`src/rtl/uart_pkg.sv`:
```
// Shared definitions for the UART receiver: FSM encoding, bit-timing tick constants
// and the default frame width.
package uart_pkg;

    localparam int DEFAULT_DATA_W = 8;

    localparam logic [3:0] VOTE_T0   = 4'd7;
    localparam logic [3:0] VOTE_T1   = 4'd8;
    localparam logic [3:0] VOTE_T2   = 4'd9;
    localparam logic [3:0] LAST_TICK = 4'd15;

    typedef enum logic [2:0] {
        ST_IDLE,
        ST_START,
        ST_DATA,
        ST_STOP,
        ST_BREAK
    } rx_state_t;

    function automatic logic majority3(input logic a, input logic b, input logic c);
        return (a & b) | (a & c) | (b & c);
    endfunction

endpackage

```
`src/rtl/uart_byte_fifo.sv`:
```
// Synchronous first-word fall-through byte FIFO with occupancy count and a
// one-cycle overrun pulse when a push is refused on a full buffer.
module uart_byte_fifo #(
    parameter int DEPTH  = 8,
    parameter int DATA_W = 8
) (
    input  logic                       clk,
    input  logic                       reset,
    input  logic                       push,
    input  logic [DATA_W-1:0]          wdata,
    input  logic                       pop,
    output logic [DATA_W-1:0]          rdata,
    output logic                       ready,
    output logic [$clog2(DEPTH):0]     count,
    output logic                       overrun
);

    localparam int AW = $clog2(DEPTH);
    localparam logic [AW:0] FULL_CNT = (AW+1)'(DEPTH);

    logic [DATA_W-1:0] mem [DEPTH];
    logic [AW-1:0]     wr_ptr;
    logic [AW-1:0]     rd_ptr;
    logic [AW:0]       cnt;
    logic              ovr;
    logic              do_push;
    logic              do_pop;

    // A pop frees the slot in the same cycle, so a full FIFO still accepts a push.
    assign do_pop  = pop && (cnt != '0);
    assign do_push = push && ((cnt != FULL_CNT) || do_pop);

    always_ff @(posedge clk) begin
        if (reset) begin
            wr_ptr <= '0;
            rd_ptr <= '0;
            cnt    <= '0;
            ovr    <= 1'b0;
        end else begin
            if (do_push) wr_ptr <= wr_ptr + AW'(1);
            if (do_pop)  rd_ptr <= rd_ptr + AW'(1);
            case ({do_push, do_pop})
                2'b10:   cnt <= cnt + (AW+1)'(1);
                2'b01:   cnt <= cnt - (AW+1)'(1);
                default: cnt <= cnt;
            endcase
            ovr <= push && !do_push;
        end
    end

    always_ff @(posedge clk) begin
        if (do_push) mem[wr_ptr] <= wdata;
    end

    // Storage is never cleared, so the head is masked while empty.
    assign rdata   = (cnt != '0) ? mem[rd_ptr] : '0;
    assign ready   = (cnt != '0);
    assign count   = cnt;
    assign overrun = ovr;

endmodule

```
`src/rtl/uart_rx_fifo.sv`:
```
// 8N1 UART receiver with 16x oversampling, 2-of-3 majority bit voting, break
// handling and a first-word fall-through receive FIFO.
module uart_rx_fifo
    import uart_pkg::*;
#(
    parameter int FIFO_DEPTH = 8,
    parameter int DATA_W     = DEFAULT_DATA_W
) (
    input  logic                          clk,
    input  logic                          reset,
    input  logic                          baudclk16,
    input  logic                          rx,
    output logic [DATA_W-1:0]             data,
    output logic                          ready,
    input  logic                          read,
    output logic                          frame_err,
    output logic                          overrun,
    output logic [$clog2(FIFO_DEPTH):0]   count
);

    localparam int BW = $clog2(DATA_W);

    logic              sync_p0;
    logic              sync_p1;
    logic              rx_s;
    rx_state_t         state, state_n;
    logic [3:0]        tick, tick_n;
    logic [BW-1:0]     bit_cnt, bit_cnt_n;
    logic [DATA_W-1:0] shreg, shreg_n;
    logic [1:0]        votes, votes_n;
    logic              bit_val;
    logic              push;
    logic              fe_n;
    logic              fe_q;

    // Stage p0/p1: metastability synchronizer, idles high like the line.
    always_ff @(posedge clk) begin
        if (reset) begin
            sync_p0 <= 1'b1;
            sync_p1 <= 1'b1;
        end else begin
            sync_p0 <= rx;
            sync_p1 <= sync_p0;
        end
    end
    assign rx_s = sync_p1;

    assign bit_val = majority3(votes[0], votes[1], rx_s);

    always_ff @(posedge clk) begin
        if (reset) begin
            state   <= ST_IDLE;
            tick    <= '0;
            bit_cnt <= '0;
            fe_q    <= 1'b0;
        end else begin
            state   <= state_n;
            tick    <= tick_n;
            bit_cnt <= bit_cnt_n;
            fe_q    <= fe_n;
        end
    end

    always_ff @(posedge clk) begin
        shreg <= shreg_n;
        votes <= votes_n;
    end

    always_comb begin
        state_n   = state;
        tick_n    = tick;
        bit_cnt_n = bit_cnt;
        shreg_n   = shreg;
        votes_n   = votes;
        push      = 1'b0;
        fe_n      = 1'b0;
        if (baudclk16) begin
            case (state)
                ST_IDLE: begin
                    if (!rx_s) begin
                        state_n = ST_START;
                        tick_n  = '0;
                    end
                end
                ST_START, ST_DATA, ST_STOP: begin
                    tick_n = tick + 4'd1;
                    if (tick == VOTE_T0) votes_n[0] = rx_s;
                    if (tick == VOTE_T1) votes_n[1] = rx_s;
                    if (state == ST_START) begin
                        if (tick == VOTE_T2 && bit_val) begin
                            state_n = ST_IDLE;
                            tick_n  = '0;
                        end else if (tick == LAST_TICK) begin
                            state_n   = ST_DATA;
                            tick_n    = '0;
                            bit_cnt_n = '0;
                        end
                    end else if (state == ST_DATA) begin
                        if (tick == VOTE_T2) shreg_n = {bit_val, shreg[DATA_W-1:1]};
                        if (tick == LAST_TICK) begin
                            if (bit_cnt == BW'(DATA_W-1)) begin
                                state_n = ST_STOP;
                                tick_n  = '0;
                            end else begin
                                bit_cnt_n = bit_cnt + BW'(1);
                            end
                        end
                    end else if (tick == VOTE_T2) begin
                        // Stop bit decides right at the vote; no need to wait out the bit.
                        tick_n = '0;
                        if (bit_val) begin
                            push    = 1'b1;
                            state_n = ST_IDLE;
                        end else begin
                            fe_n    = 1'b1;
                            state_n = ST_BREAK;
                        end
                    end
                end
                ST_BREAK: begin
                    if (rx_s) begin
                        state_n = ST_IDLE;
                        tick_n  = '0;
                    end
                end
                default: begin
                    state_n = ST_IDLE;
                    tick_n  = '0;
                end
            endcase
        end
    end

    assign frame_err = fe_q;

    uart_byte_fifo #(
        .DEPTH  (FIFO_DEPTH),
        .DATA_W (DATA_W)
    ) u_fifo (
        .clk     (clk),
        .reset   (reset),
        .push    (push),
        .wdata   (shreg_n),
        .pop     (read),
        .rdata   (data),
        .ready   (ready),
        .count   (count),
        .overrun (overrun)
    );

endmodule

```
`config.mk`:
```
export PLATFORM = sky130hd
export DESIGN_NAME = uart_rx_fifo
export DESIGN_NICKNAME = d
export VERILOG_FILES = /design/src/rtl/uart_pkg.sv /design/src/rtl/uart_byte_fifo.sv /design/src/rtl/uart_rx_fifo.sv
export SDC_FILE = /design/constraint.sdc
export NUM_CORES = 1
export LEC_CHECK = 0
export BUFFER_PORTS_ARGS = -buffer_cell sky130_fd_sc_hd__buf_2
export CAP_MARGIN = 20
export CORE_ASPECT_RATIO = 0.7
export CORE_MARGIN = 5
export CORE_UTILIZATION = 61
export CTS_CLUSTER_SIZE = 40
export DETAILED_ROUTE_END_ITERATION = 12
export PLACE_DENSITY_LB_ADDON = 0.25
export SKIP_LAST_GASP = 1
export SLEW_MARGIN = 0
export SYNTH_ARGS = -nofsm -noshare
export SYNTH_HDL_FRONTEND = slang
export SYNTH_SLANG_ARGS = --single-unit
```
`constraint.sdc`:
```
create_clock -name clk -period 2.83 [get_ports clk]
set_input_delay 0.4245 -clock clk [delete_from_list [all_inputs] [get_ports clk]]
set_output_delay 0.4245 -clock clk [all_outputs]
set_load 0.005 [all_outputs]
```
**Word-level counts from Yosys, hierarchy flattened**

Memories as Yosys holds them, arrays and structs flattened. A register that Yosys moved wholly into a read port is not among the register bits.
Cells that the tools add are included.

- Add/sub/neg operators: 6
- Equality and inequality tests: 20
- Multiplexer cells: 45
- Bitwise gates (word level): 8
- Reductions and logical operators: 17

Operator list:

| cell | count |
|---|---|
| $mux 3 | 18 |
| $mux 8 | 6 |
| $mux 4 | 9 |
| $ne 4x4->1 const B | 5 |
| $eq 4x4->1 const B | 3 |
| $pmux 4 s3 | 1 |
| $add 3x1->3 const B | 3 |
| $mux 1 | 9 |
| $pmux 3 s3 | 1 |
| $reduce_and 3->1 | 3 |
| $add 4x1->4 const B | 2 |
| $ne 2x2->1 const B | 4 |
| $pmux 4 s2 | 1 |
| $reduce_and 7->1 | 1 |
| $eq 3x2->1 const B | 2 |
| $eq 3x3->1 const B | 2 |
| $reduce_and 6->1 | 1 |
| $reduce_or 6->1 | 1 |
| $eq 4x3->1 const B | 1 |
| $logic_and 1x1->1 | 4 |
| $reduce_bool 2->1 | 2 |
| $reduce_bool 4->1 | 1 |
| $sub 4x1->4 const B | 1 |
| $and 1x1->1 | 3 |
| 9 further kinds | 12 |

- Register bits: 34
- RAM bits: 64
- Input port bits: 5
- Output and inout port bits: 15
- Logic and storage cells: 110
- Memories kept: 1

Memories:

| name | depth | bits a word | read ports | clocked after Yosys merged registers in | wr ports | line | text |
|---|---|---|---|---|---|---|---|
| u_fifo.mem | 8 | 8 | 1 | 1 | 1 | uart_byte_fifo.sv:21 | `logic [DATA_W-1:0] mem [DEPTH];` |

**Logic depth before layout (Yosys ltp)**

- Depth after elaboration: 12
- Depth in mapped cells: 9
- Gate-level depth less buffers: 9

**By module**

Synthesis repeated with hierarchy kept, for this count alone.

- Cell total of the unflattened synthesis: 300
- Area total of the unflattened synthesis: 4399.2 um^2

Modules (own cells, without submodules):

| module | instances | cells each | area an instance (um^2) | seq. area each (um^2) |
|---|---|---|---|---|
| uart_byte_fifo | 1 | 188 | 3213.1 | 2202.1 |
| uart_rx_fifo | 1 | 112 | 1186.1 | 480.5 |

**Worst setup path before layout**

OpenSTA, ideal clock, no wires.

- Kind: register to register
- Start: reg tick[0]
- End: mem u_fifo.mem[0][0] (enable)
- Setup time: 383 ps
- Arrival time: 2033 ps
- Required time: 2447 ps
- Setup slack: 414 ps
- Stages on the path, launching flop included: 7
- Buffers on the path: 1
- Clock period less this slack: 2416 ps
- Cell sequence: dfxtp_1 > ha_1 > and3b_4 > buf_6 > nand3_4 > or3_1 > nor3_1

- Cells in the longest elaborated chain, start to end: 9

RTL lines:

| what | line | text |
|---|---|---|
| start: declaration | uart_rx_fifo.sv:27 | `logic [3:0] tick, tick_n;` |
| start signal: assignment | uart_rx_fifo.sv:58 | `tick <= tick_n;` |
| $eq 4x4->1 | uart_rx_fifo.sv:108 | `end else if (tick == VOTE_T2) begin` |
| $mux 1 | uart_rx_fifo.sv:108 |  |
| $mux 1 | uart_rx_fifo.sv:98 | `end else if (state == ST_DATA) begin` |
| $mux 1 | uart_rx_fifo.sv:89 | `if (state == ST_START) begin` |
| $mux 1 | uart_rx_fifo.sv:78 | `case (state)` |
| $mux 1 | uart_rx_fifo.sv:77 | `if (baudclk16) begin` |
| $logic_and 1x1->1 | uart_byte_fifo.sv:31 | `assign do_push = push && ((cnt != FULL_CNT) \|\| do_pop);` |
| $mux 1 | uart_byte_fifo.sv:52 | `if (do_push) mem[wr_ptr] <= wdata;` |
| $mux 1 (implied by the code) | uart_byte_fifo.sv:52 |  |
| end: declaration | uart_byte_fifo.sv:21 |  |

No other way between the ends.

**Worst setup path after layout**

- Start: reg tick[1]
- End: reg u_fifo.cnt[3], in the netlist u_fifo.count[3]

- Cells in the longest elaborated chain, start to end: 9

RTL lines:

| what | line | text |
|---|---|---|
| $eq 4x4->1 (*) | uart_rx_fifo.sv:108 |  |
| $mux 1 (*) | uart_rx_fifo.sv:108 |  |
| $mux 1 (*) | uart_rx_fifo.sv:98 |  |
| $mux 1 (*) | uart_rx_fifo.sv:89 |  |
| $mux 1 (*) | uart_rx_fifo.sv:78 |  |
| $mux 1 (*) | uart_rx_fifo.sv:77 |  |
| $logic_and 1x1->1 (*) | uart_byte_fifo.sv:31 |  |
| $eq 2x1->1 / $eq 2x2->1 (equally long branches) | uart_byte_fifo.sv:42 | `case ({do_push, do_pop})` |
| $pmux 4 s2 / $reduce_bool 2->1 (equally long branches) | n/a |  |
| end signal: assignment | uart_byte_fifo.sv:43 | `2'b10: cnt <= cnt + (AW+1)'(1);` |
| end signal: assignment | uart_byte_fifo.sv:44 | `2'b01: cnt <= cnt - (AW+1)'(1);` |
| end signal: assignment | uart_byte_fifo.sv:45 | `default: cnt <= cnt;` |
| end: declaration | uart_byte_fifo.sv:24 | `logic [AW:0] cnt;` |

Mark *: on every way between the ends. The rest lies on a longest branch, timed or not.
A chain may end at the register's enable or synchronous reset.

==> flow_metrics.tcl <==
set metrics [dict create \
    status "complete, no violations" \
    max_stage_delay_ps 400 \
    worst_pin_slew_ps 625 \
    wl_um 8380 \
    p_sw_w 0.000640 \
    fmax_ghz 0.391 \
    synth_top_flop_cell "edfxtp_1" \
    period_needed_ps 2560 \
    fin_ws_ps 275 \
    maxCapViolCount 0 \
    areaGrowthSynthToFinish_pct 9.42 \
    muxShareOfSynthArea 0.133 \
    via_per_inst 5.99 \
    drv_slew 0 \
    hp-class "in -> reg" \
    antenna_found_initial 0 \
    cp_data_required_time_ps 3140 \
    grt_most_used_layer "met2" \
    rows 26 \
    cts.path.max_buffers 2 \
    drive_above_1_share 0.242 \
    crit_chain "inv_1 -> ha_1 -> and3b_4 -> a31oi_2 -> ha_1 -> a21o_1 -> a21o_1 -> or4_1 -> nand4_1" \
    yosys.cell_types.count 59 \
    path_buf_inv 1 \
    dieArea_mm2 0.00918 \
    via_count 2721 \
    path_clk_slew_ps 90 \
    synth_area_per_cell_um2 13.8 \
    grt_pass1_wl_um 13700 \
    yosysSeqAreaShare 0.600 \
    ant_nets 0 \
    powerDensity_mw_per_mm2 558 \
    slew_headroom 0.582 \
    synth_cells 325 \
    dpl.hpwl_um 5690 \
    cts_setup_buffers 0 \
    drc_errors 0 \
    grt_pass1_vias 2622 \
    synth-async-reset-ratio 0 \
    setup.worst_path.class "reg -> reg" \
    port_buffers 19 \
    finClkSkew_ps 6.31 \
    grt-ovfl-total 0 \
    cts-buffers-inserted 9 \
    pwr-share-seq 0.578 \
    synth_top_family_by_area "multiplexers" \
    cts_max_level 3 \
    synthTopCellsByArea "edfxtp_1 44%, dfxtp_1 16%, mux4_2 8.1%, mux2i_1 2.7%, ha_1 2.5%" \
    synth_fp_nets 340 \
    synth_edf_count 66 \
    globalRouteMet3Util 0.0766 \
    grt_max_degree 30 \
    initialDrtViolationCount 260 \
    finalSetupViolations 0 \
    finalHoldViolCount 0 \
    combPwrFrac 0.101 \
    synth_xor_area_frac 0.00979 \
    grt_util_all_layers 0.200 \
    core_area_mm2 0.00722 \
    irDropWorstVdd_v 0.000416 \
    place_congestion 0.910 \
    slowest_stage "dfxtp_1" \
    fin_crit_sh 0.903 \
    routedWlPerCell_um 18.5 \
    layout.nets 366 \
    dieHeight_um 81.7 \
    die_w_um 112 \
    worstSetupEndpointType "flip-flop" \
    synth_compound_area_frac 0.0747 \
    globalRouteMet1Util 0.278 \
    cts_tree "yes" \
    p_int_w 0.00209 \
    synth-simple-area-share 0.121 \
    grtUsageMet2 0.297 \
    cts_root_buf "clkbuf_8" \
    startpoint_type "flip-flop" \
    yosys_warnings 0 \
    clock_latency_ps 370 \
    p_leak_nw 1.55 \
    ys_seq_elements 101 \
    clockPowerShare 0.321 \
    yosysMostFrequentCell "edfxtp_1" \
    rsz0062_at_grt "no" \
    dr.pass1.iters 5 \
    finalSetupTns_ps 0 \
    swShare 0.234 \
    synth_area_mm2 0.00447 \
    clock_sinks 101 \
    start_util 0.620 \
    hold_buffers 0 \
    yosysTopAreaCell "edfxtp_1" \
    pre_cts_ws_ps 329 \
    n_fill_cell 525 \
    ios 20 \
    cp_top_family "simple AND/OR/NAND/NOR gates" \
    synthAdderAreaFrac 0.0322 \
    diodes 0 \
    cp.arrival_ps 2870 \
    synthTopCellsByCount "66 x edfxtp_1, 35 x dfxtp_1, 29 x nor2_1, 16 x mux4_2, 14 x nand2_1" \
    synth_top_cell_area_share 0.443 \
    cts-resized-gates 0 \
    path_max_fanout 11 \
]
[routing by layer]
metal | routed length (µm) | vias up
li1 | - | 1297
met1 | 3920 | 1318
met2 | 3710 | 98
met3 | 647 | 8
met4 | 94 | 0
met5 | 0 | -
[placed cells by master (no fill, tap or decap), drive strengths merged, types with 6 or more instances in the layout]
master and instances:
edfxtp 66, dfxtp 35, buf 33, nor2 29, mux4 16, nand2 14
mux2i 12, inv 11, mux2 10, clkbuf 10, ha 9, a21oi 9
o21ai 7, nor3 6, nand3 6
[cells by family (layout without fill, tap and decap cells)]
kind of cell	Yosys count	after routing
and+or+nand+nor	96	96
xor gates and xnor gates	5	5
muxes	38	38
buffers and inverters	29	60
adders and majority gates	11	11
AOI/OAI and AO/OA	45	45
DFF	101	101
[state kept, by name (all words and copies together) (netlist names), named ones only]
register        cells
u_fifo.count        4
u_fifo.rd_ptr       3
votes               2
state               3
frame_err           1
u_fifo.overrun      1
shreg               8
u_fifo.mem         64
rx_s                1
sync_p0             1
tick                4
u_fifo.wr_ptr       3
bit_cnt             3
[layout make-up]
| cell class | count | area, µm² | share of cell area |
|---|---|---|---|
| clock inverters | 6 | 63.8 | 0.0130 |
| inverters | 11 | 41.3 | 0.00843 |
| repair buffers | 33 | 200 | 0.0409 |
| multi-input cells | 195 | 1660 | 0.339 |
| flip-flops and latches | 101 | 2680 | 0.548 |
| well taps | 98 | 123 | 0.0250 |
| clock buffers | 10 | 128 | 0.0261 |
[worst paths after layout]
path                start               to  slack, ps  cells past startpoint
hold / removal         rx          sync_p0        230                      2
setup / recovery  tick[1]  u_fifo.count[3]        270                      9
hold reg to reg   sync_p0             rx_s        430                      1
setup reg to reg  tick[1]  u_fifo.count[3]        270                      9
[per-stage QoR]
stage,hold slack (ps),std cells,area (µm²),utilization,power (W)
5_1_grt,205,454,4900,0.678,0.00286
3_3_place_gp,406,438,4700,0.651,0.00189
4_1_cts,212,454,4900,0.678,0.00276
3_5_place_dp,403,438,4700,0.651,0.00189
6_report,230,454,4900,0.678,0.00273
2_1_floorplan,389,325,4470,-,0.00180
[power by group through the flow]
stage | combinational [W] | sequential (W) | clock (W)
2_1_floorplan | 0.000186 | 0.00161 | 0
3_3_place_gp | 0.000275 | 0.00161 | 0
3_5_place_dp | 0.000279 | 0.00161 | 0
4_1_cts | 0.000279 | 0.00158 | 0.000900
5_1_grt | 0.000314 | 0.00158 | 0.000959
6_report | 0.000276 | 0.00158 | 0.000879
Power figures use the tool's default switching activity.
